`config.mk`:
```
export PLATFORM = sky130hd
export DESIGN_NAME = decode_queue
export DESIGN_NICKNAME = d
export VERILOG_FILES = /design/src/rtl/decode_queue.sv
export SDC_FILE = /design/constraint.sdc
export NUM_CORES = 1
export LEC_CHECK = 0
export ABC_CLOCK_PERIOD_IN_PS = 8050
export BUFFER_PORTS_ARGS = -buffer_cell sky130_fd_sc_hd__buf_2
export CORE_ASPECT_RATIO = 1.1
export CORE_MARGIN = 5
export CORE_UTILIZATION = 36
export DETAILED_ROUTE_END_ITERATION = 10
export GPL_TIMING_DRIVEN = 0
export PLACE_DENSITY = 0.64
export SLEW_MARGIN = 10
export SYNTH_ARGS = -nofsm -noshare
export SYNTH_HDL_FRONTEND = slang
export SYNTH_SLANG_ARGS = --single-unit
```
`constraint.sdc`:
```
create_clock -name clk -period 8.05 [get_ports clk]
set_input_delay 1.2075 -clock clk [delete_from_list [all_inputs] [get_ports clk]]
set_output_delay 1.2075 -clock clk [all_outputs]
set_load 0.005 [all_outputs]
```
`src/rtl/decode_queue.sv`:
```
// Decode queue: FIFO of raw MIPS instruction words with field decode of the head entry.
// Optional same-cycle bypass when empty is enabled by defining DECODE_QUEUE_BYPASS_EN.
module decode_queue #(
   parameter int unsigned DEPTH = 4,
   parameter int unsigned XLEN  = 32
) (
   input  logic                         clk,
   input  logic                         rst,
   input  logic                         flush,
   input  logic                         in_valid,
   output logic                         in_ready,
   input  logic [31:0]                  in_ins,
   output logic                         out_valid,
   input  logic                         out_ready,
   output logic [5:0]                   op,
   output logic [5:0]                   func,
   output logic [4:0]                   sftamt,
   output logic [4:0]                   rs,
   output logic [4:0]                   rt,
   output logic [4:0]                   rd,
   output logic [XLEN-1:0]              imm_ext,
   output logic [25:0]                  target,
   output logic [2:0]                   cls,
   output logic [$clog2(DEPTH+1)-1:0]   count
);

   localparam int unsigned AW = $clog2(DEPTH);
   localparam int unsigned CW = $clog2(DEPTH+1);

   localparam logic [2:0] CLS_R     = 3'd0;
   localparam logic [2:0] CLS_ALUI  = 3'd1;
   localparam logic [2:0] CLS_LOAD  = 3'd2;
   localparam logic [2:0] CLS_STORE = 3'd3;
   localparam logic [2:0] CLS_BR    = 3'd4;
   localparam logic [2:0] CLS_JUMP  = 3'd5;
   localparam logic [2:0] CLS_OTHER = 3'd7;

   typedef struct packed {
      logic [5:0]      op;
      logic [5:0]      func;
      logic [4:0]      sftamt;
      logic [4:0]      rs;
      logic [4:0]      rt;
      logic [4:0]      rd;
      logic [XLEN-1:0] imm_ext;
      logic [25:0]     target;
      logic [2:0]      cls;
   } dec_t;

   logic [31:0]   mem [DEPTH];
   logic [AW-1:0] wr_ptr;
   logic [AW-1:0] rd_ptr;

   logic          empty;
   logic          full;
   logic          bypass;
   logic          enq;
   logic          deq;
   logic          wr;
   logic          pop;
   logic [31:0]   head_ins;
   dec_t          dec;

   // Field extraction, immediate extension and class of one instruction word.
   function automatic dec_t decode(input logic [31:0] ins);
      dec_t d;
      d         = '0;
      d.op      = ins[31:26];
      d.rs      = ins[25:21];
      d.rt      = ins[20:16];
      d.rd      = ins[15:11];
      d.sftamt  = ins[10:6];
      d.func    = ins[5:0];
      d.target  = ins[25:0];
      case (ins[31:26])
         6'h0C, 6'h0D, 6'h0E: d.imm_ext = XLEN'(ins[15:0]);
         6'h0F:               d.imm_ext = XLEN'({ins[15:0], 16'h0000});
         default:             d.imm_ext = {{(XLEN-16){ins[15]}}, ins[15:0]};
      endcase
      case (ins[31:26])
         6'h00:                      d.cls = CLS_R;
         6'h08, 6'h09, 6'h0A, 6'h0B,
         6'h0C, 6'h0D, 6'h0E, 6'h0F: d.cls = CLS_ALUI;
         6'h23:                      d.cls = CLS_LOAD;
         6'h2B:                      d.cls = CLS_STORE;
         6'h04, 6'h05:               d.cls = CLS_BR;
         6'h02, 6'h03:               d.cls = CLS_JUMP;
         default:                    d.cls = CLS_OTHER;
      endcase
      return d;
   endfunction

   assign empty = (count == '0);
   assign full  = (count == CW'(DEPTH));

`ifdef DECODE_QUEUE_BYPASS_EN
   assign bypass   = !rst && !flush && empty && in_valid;
   assign head_ins = bypass ? in_ins : mem[rd_ptr];
`else
   assign bypass   = 1'b0;
   assign head_ins = mem[rd_ptr];
`endif

   assign in_ready  = !rst && !flush && !full;
   assign out_valid = !rst && !flush && (!empty || bypass);
   assign enq       = in_valid && in_ready;
   assign deq       = out_valid && out_ready;

   // A bypassed word that is consumed immediately never touches storage.
   assign wr  = enq && !(bypass && out_ready);
   assign pop = deq && !bypass;

   always_comb begin
      dec = '0;
      if (out_valid) dec = decode(head_ins);
   end

   assign op      = dec.op;
   assign func    = dec.func;
   assign sftamt  = dec.sftamt;
   assign rs      = dec.rs;
   assign rt      = dec.rt;
   assign rd      = dec.rd;
   assign imm_ext = dec.imm_ext;
   assign target  = dec.target;
   assign cls     = dec.cls;

   // Pointers and occupancy; reset outranks flush, flush outranks handshakes.
   always_ff @(posedge clk) begin
      if (rst || flush) begin
         wr_ptr <= '0;
         rd_ptr <= '0;
         count  <= '0;
      end else begin
         if (wr)  wr_ptr <= wr_ptr + AW'(1);
         if (pop) rd_ptr <= rd_ptr + AW'(1);
         count <= count + CW'(wr) - CW'(pop);
      end
   end

   // Storage needs no reset; occupancy alone qualifies its contents.
   always_ff @(posedge clk) begin
      if (!rst && !flush && wr) mem[wr_ptr] <= in_ins;
   end

endmodule

```
=== After elaboration in Yosys (flattened, before gate mapping) ===
Memories as Yosys holds them, arrays and structs flattened. A register that Yosys moved wholly into a read port is not among the register bits.
Index checks and enable logic that the tools add are counted.

* Memories kept: 2
* Input port bits: 37
* Flip-flop bits (word level): 7
* ROM bits: 192
* Logic and storage cells: 33
* Memory bits (writable): 128
* Output and inout port bits: 98

{| class="wikitable"
|+ Memory list
! memory !! depth !! width !! rd ports !! clocked after Yosys merged registers in !! wr ports !! line !! text
|-
| (name not given) || 64 || 3 || 1 || 0 || 0 || 80 || <nowiki>case (ins[31:26])</nowiki>
|-
| mem || 4 || 32 || 1 || 1 || 1 || 50 || <nowiki>logic [31:0] mem [DEPTH];</nowiki>
|}

* Reduce and logical (&&, ||, !) cells: 13
* Add/subtract/negate cells: 4
* Equal/unequal tests: 5
* Mux-type cells: 6

{| class="wikitable"
|+ Operators with widths
! kind !! count
|-
| 93-bit 2-to-1 mux || 1
|-
| 32-bit one-hot mux with 2 select lines || 1
|-
| 6-bit by 4-bit equality test with 1-bit output (second input constant) || 4
|-
| 1-bit logical AND || 6
|-
| 2-bit by 1-bit adder with 2-bit output (second input constant) || 2
|-
| 1-bit zero test || 4
|-
| 2-bit 2-to-1 mux || 2
|-
| 3-bit by 1-bit adder with 3-bit output || 1
|-
| 3-bit equality test (second input constant) || 1
|-
| 3-bit zero test || 1
|-
| 3-bit OR reduction || 1
|-
| 3-bit by 1-bit subtractor with 3-bit output || 1
|-
| 1-bit 2-to-1 mux || 2
|-
| 1-bit logical OR || 1
|}

=== Logic depth before layout (Yosys ltp) ===
* Depth in word-level cells: 7
* Mapped depth: 10

=== Worst setup path after synthesis ===
No wires, ideal clock.

* Path type: input to register
* Start point: in flush
* End point: mem mem[0][0] (enable)
* Arrival: 3.107 ns
* Library setup time: 0.392 ns
* Path buffers: 1
* Setup slack: 4.551 ns
* Cell stages on the path: 4
* Data required time: 7.658 ns
* Path through: or2_2 > clkbuf_1 > a211oi_1 > and2_1

* Longest elaborated chain between the ends: 7

{| class="wikitable"
|+ Ends and longest elaborated chain
! what !! line !! text
|-
| start: declaration || 9 || <nowiki>input logic flush,</nowiki>
|-
| 1-bit zero test * || 104, 143 ||
|-
| 1-bit logical AND * || 104, 143 ||
|-
| 1-bit logical AND || 104 || <nowiki>assign in_ready = !rst && !flush && !full;</nowiki>
|-
| 1-bit logical AND || 106 || <nowiki>assign enq = in_valid && in_ready;</nowiki>
|-
| 1-bit logical AND * || 143 || <nowiki>if (!rst && !flush && wr) mem[wr_ptr] <= in_ins;</nowiki>
|-
| 1-bit 2-to-1 mux * || 143 ||
|-
| 1-bit 2-to-1 mux (implied by the code) * || 143 ||
|-
| end: declaration || 50 ||
|}

Mark *: on every way between the ends. The rest lies on a longest branch, timed or not.

=== Worst setup path in the final report ===
* Start point: in flush
* End point: out target[13]

* Longest elaborated chain between the ends: 4

{| class="wikitable"
|+ Ends and longest elaborated chain
! what !! line !! text
|-
| 1-bit zero test || 105 || <nowiki>assign out_valid = !rst && !flush && (!empty || bypass);</nowiki>
|-
| 1-bit logical AND (2 in series) || 105 ||
|-
| 93-bit 2-to-1 mux || 115 || <nowiki>if (out_valid) dec = decode(head_ins);</nowiki>
|-
| end: declaration || 22 || <nowiki>output logic [25:0] target,</nowiki>
|}

Every way passes these cells.

==> qor.txt <==
Max-cap check violation count: 0
Async S/R FF share, synth: 0%
Met3 Resource Use GR: 4.167%
Worst path top cell family by delay: buffers and inverters
GR Util All Layers: 14.10%
Row count: 48
Worst-Margin Slew: 0.8343 ns
Vias in the first global route: 3733
Slowest cell on the critical path: clkbuf_1
Max_slew headroom: 44.05%
CTS buffer count: 17
Yosys cell types: 38
CTS tree: done
Starting Density: 36.83%
Clock skew: 0.009452 ns
Synth top cells by count: edfxtp_1 (128), buf_4 (26), mux4_2 (26), nor2_1 (26), inv_1 (23)
Final cycle utilization of the critical path: 52.69%
Antenna violations before repair: 2
Worst skew pair latency: 0.41 ns
Die Width: 131.2 um
Register Area: 4024 um^2
# hold bufs at CTS: 0
Core area: 15800 um^2
Area of the multi-input gates: 1421 um^2
Worst-path fanout max: 10
Synth Flop Type: edfxtp_1
CTS Sinks: 137
Clock buffer depth: 2
Antenna violation net count after detailed routing: 0
Worst min path class: flip-flop to flip-flop
Root Driver: clkbuf_16
GP Congestion: 0.7798
Total I/O pin count: 135
Die area: 18800 um^2
Drt first-iter violations: 130
Met2 Usage GRT: 24.76%
Max Freq: 235.8 MHz
Largest net degree at the start of global routing: 26
GRT Residual Overflow: 0
Worst EP required: 6.84 ns
Critical path startpoint category: input port
Mapped cell area: 5817 um^2
Syn avg cell area: 16.57 um^2
Area post-placement: 6823 um^2
Final hold vios: 0
Port Buf Inserts: 134
Setup Viol. Count Final: 0
Global-route wire length before repair: 20.47 mm
GR peak layer: met2
Vias post-DR: 3491
HPWL Detailed: 8.936 mm
Pwr per Cell Area: 219.9 nW/um^2
Postcts setup bufs: 0
Post_cts resized: 0
Sequential area share after synthesis: 69.18%
Worst R2R Path Depth: 9
Worst hold margin: 0.5641 ns
RSZ-0062 raised after global routing: false
Filler cell count: 1394
Final setup TNS: 0 ns
Final Max Slew Viols: 0
Bufs and invs on worst path: 6
Hold path depth: 2
Critical path class: input port to output port
Area leader, netlist: edfxtp_1
Final core utilization: 47.19%
CP cell instances: buf_2, nor2_1, nand2_1, clkinv_1, clkbuf_1, nand2_1, inv_1, buf_4, buf_2
Share of layout cells above drive strength 1: 44.91%
Syn Nets: 395
Drc violations: 0
VDD IR max: 0.1445 mV
Final min period: 4.242 ns
FF+latch count, synth: 137
CP Depth: 9
Static leakage: 3.144 nW
H-tree lvl count: 4
Synthesis-to-layout area growth: 28.14%
Clock transition at path regs: 0.06 ns
Share of the synthesized area in the top cell type: 66.08%
Ranking of synthesized cells by area: edfxtp_1 (66%), mux4_2 (10%), buf_4 (3.4%)
Post-synth EDFFs: 128
GR Util met1: 16.23%
CP max stage delay: 0.50 ns
Outcome: finished clean
Cells after Synth: 351
Wirelength per Cell: 17.89 um
Yosys warning count: 0
First-pass DRT Iterations: 4
Via density: 4.828
Die height: 143.3 um
Most frequent cell after synthesis: edfxtp_1
Fin nets: 552
Flop2flop setup slack: 5.48 ns
Crit path DAT: 3.03 ns
Routed wire length: 12.94 mm
Final Cell Area: 7453 um^2
CP Capture Type: output port
==> power by group <==
group	switching, mW	internal (mW)	leakage (nW)
clock	0.290	0.520	0.297
combinational	0.0243	0.0186	1.62
sequential	0.00151	0.785	1.23
total	0.316	1.32	3.14
==> worst register-to-register path: stages (launching register included) <==
cell and delay [ns]:
dfxtp_1 0.41, nor2_1 0.09, a211oi_1 0.72, inv_1 0.10
ha_1 0.31, inv_1 0.04, ha_1 0.18, fa_1 0.37
xnor2_1 0.16, nor2_1 0.06
==> placed cells by master, fill, tap and decap left out, types with 2 or more instances in the layout <==
master and n:
and3_1 17, clkinvlp_4 3, clkinv_4 3, diode_2 2
mux4_1 6, edfxtp_1 128, buf_12 5, a21oi_1 3
xnor2_1 4, bufinv_16 4, nor2_1 26, buf_1 2
o21ai_0 9, and2_1 2, inv_1 23, o31ai_1 3
buf_2 139, clkinv_2 2, nand2_1 20, clkbuf_16 17
mux4_2 26, o21ai_1 7, clkbuf_1 7, inv_6 2
and2_2 4, buf_4 26, dfxtp_1 9, ha_1 6
==> logic make-up (layout without fill, tap and decap cells) <==
group	count (synthesis)	count (layout)	share of synthesized area, %
other	0	2	0
AOI/OAI and AO/OA	24	24	2.258
xor gates and xnor gates	5	5	0.7528
muxes	33	33	12.95
DFF	137	137	69.18
buffers and inverters	66	236	6.474
and+or+nand+nor	79	79	6.754
adders and majority gates	7	7	1.635
==> flip-flops by register name, summed over array words and instances, names as in the netlist, named ones only <==
name	flops
mem	128
count	3
rd_ptr	2
wr_ptr	2
==> worst paths after layout <==
| kind | start | endpoint |
|---|---|---|
| setup reg to reg | count[1] | count[2] |
| setup / recovery | flush | target[13] |
| hold / removal | rd_ptr[0] | flip-flop |
| hold reg to reg | rd_ptr[0] | flip-flop |
==> layer usage <==
metal  share of wire [%]  vias to the layer above
li1                    -                     1626
met4                 2.0                        2
met5               0.085                        -
met1                  39                     1740
met3                 5.8                       20
met2                  53                      103
==> area by class of cell <==
type / count / share of cell area (%)
buffer: 42 / 3.844
tap: 200 / 3.357
inverter: 24 / 1.209
multi-input combinational: 148 / 19.07
timing repair buffer: 138 / 10.07
antenna: 2 / 0.06715
clock buffer: 18 / 5.758
clock inverter: 14 / 2.636
sequential: 137 / 53.99
==> through the flow <==
stage          instances  power [mW]  worst slack [ns]
2_1_floorplan        351      0.8194             4.551
3_3_place_gp         685      0.8414             3.564
3_5_place_dp         689      0.8447             3.765
4_1_cts              721       1.659             3.765
5_1_grt              722       1.693             3.568
6_report             723       1.639             3.808
Note: power is estimated with default switching activity, not from simulation.
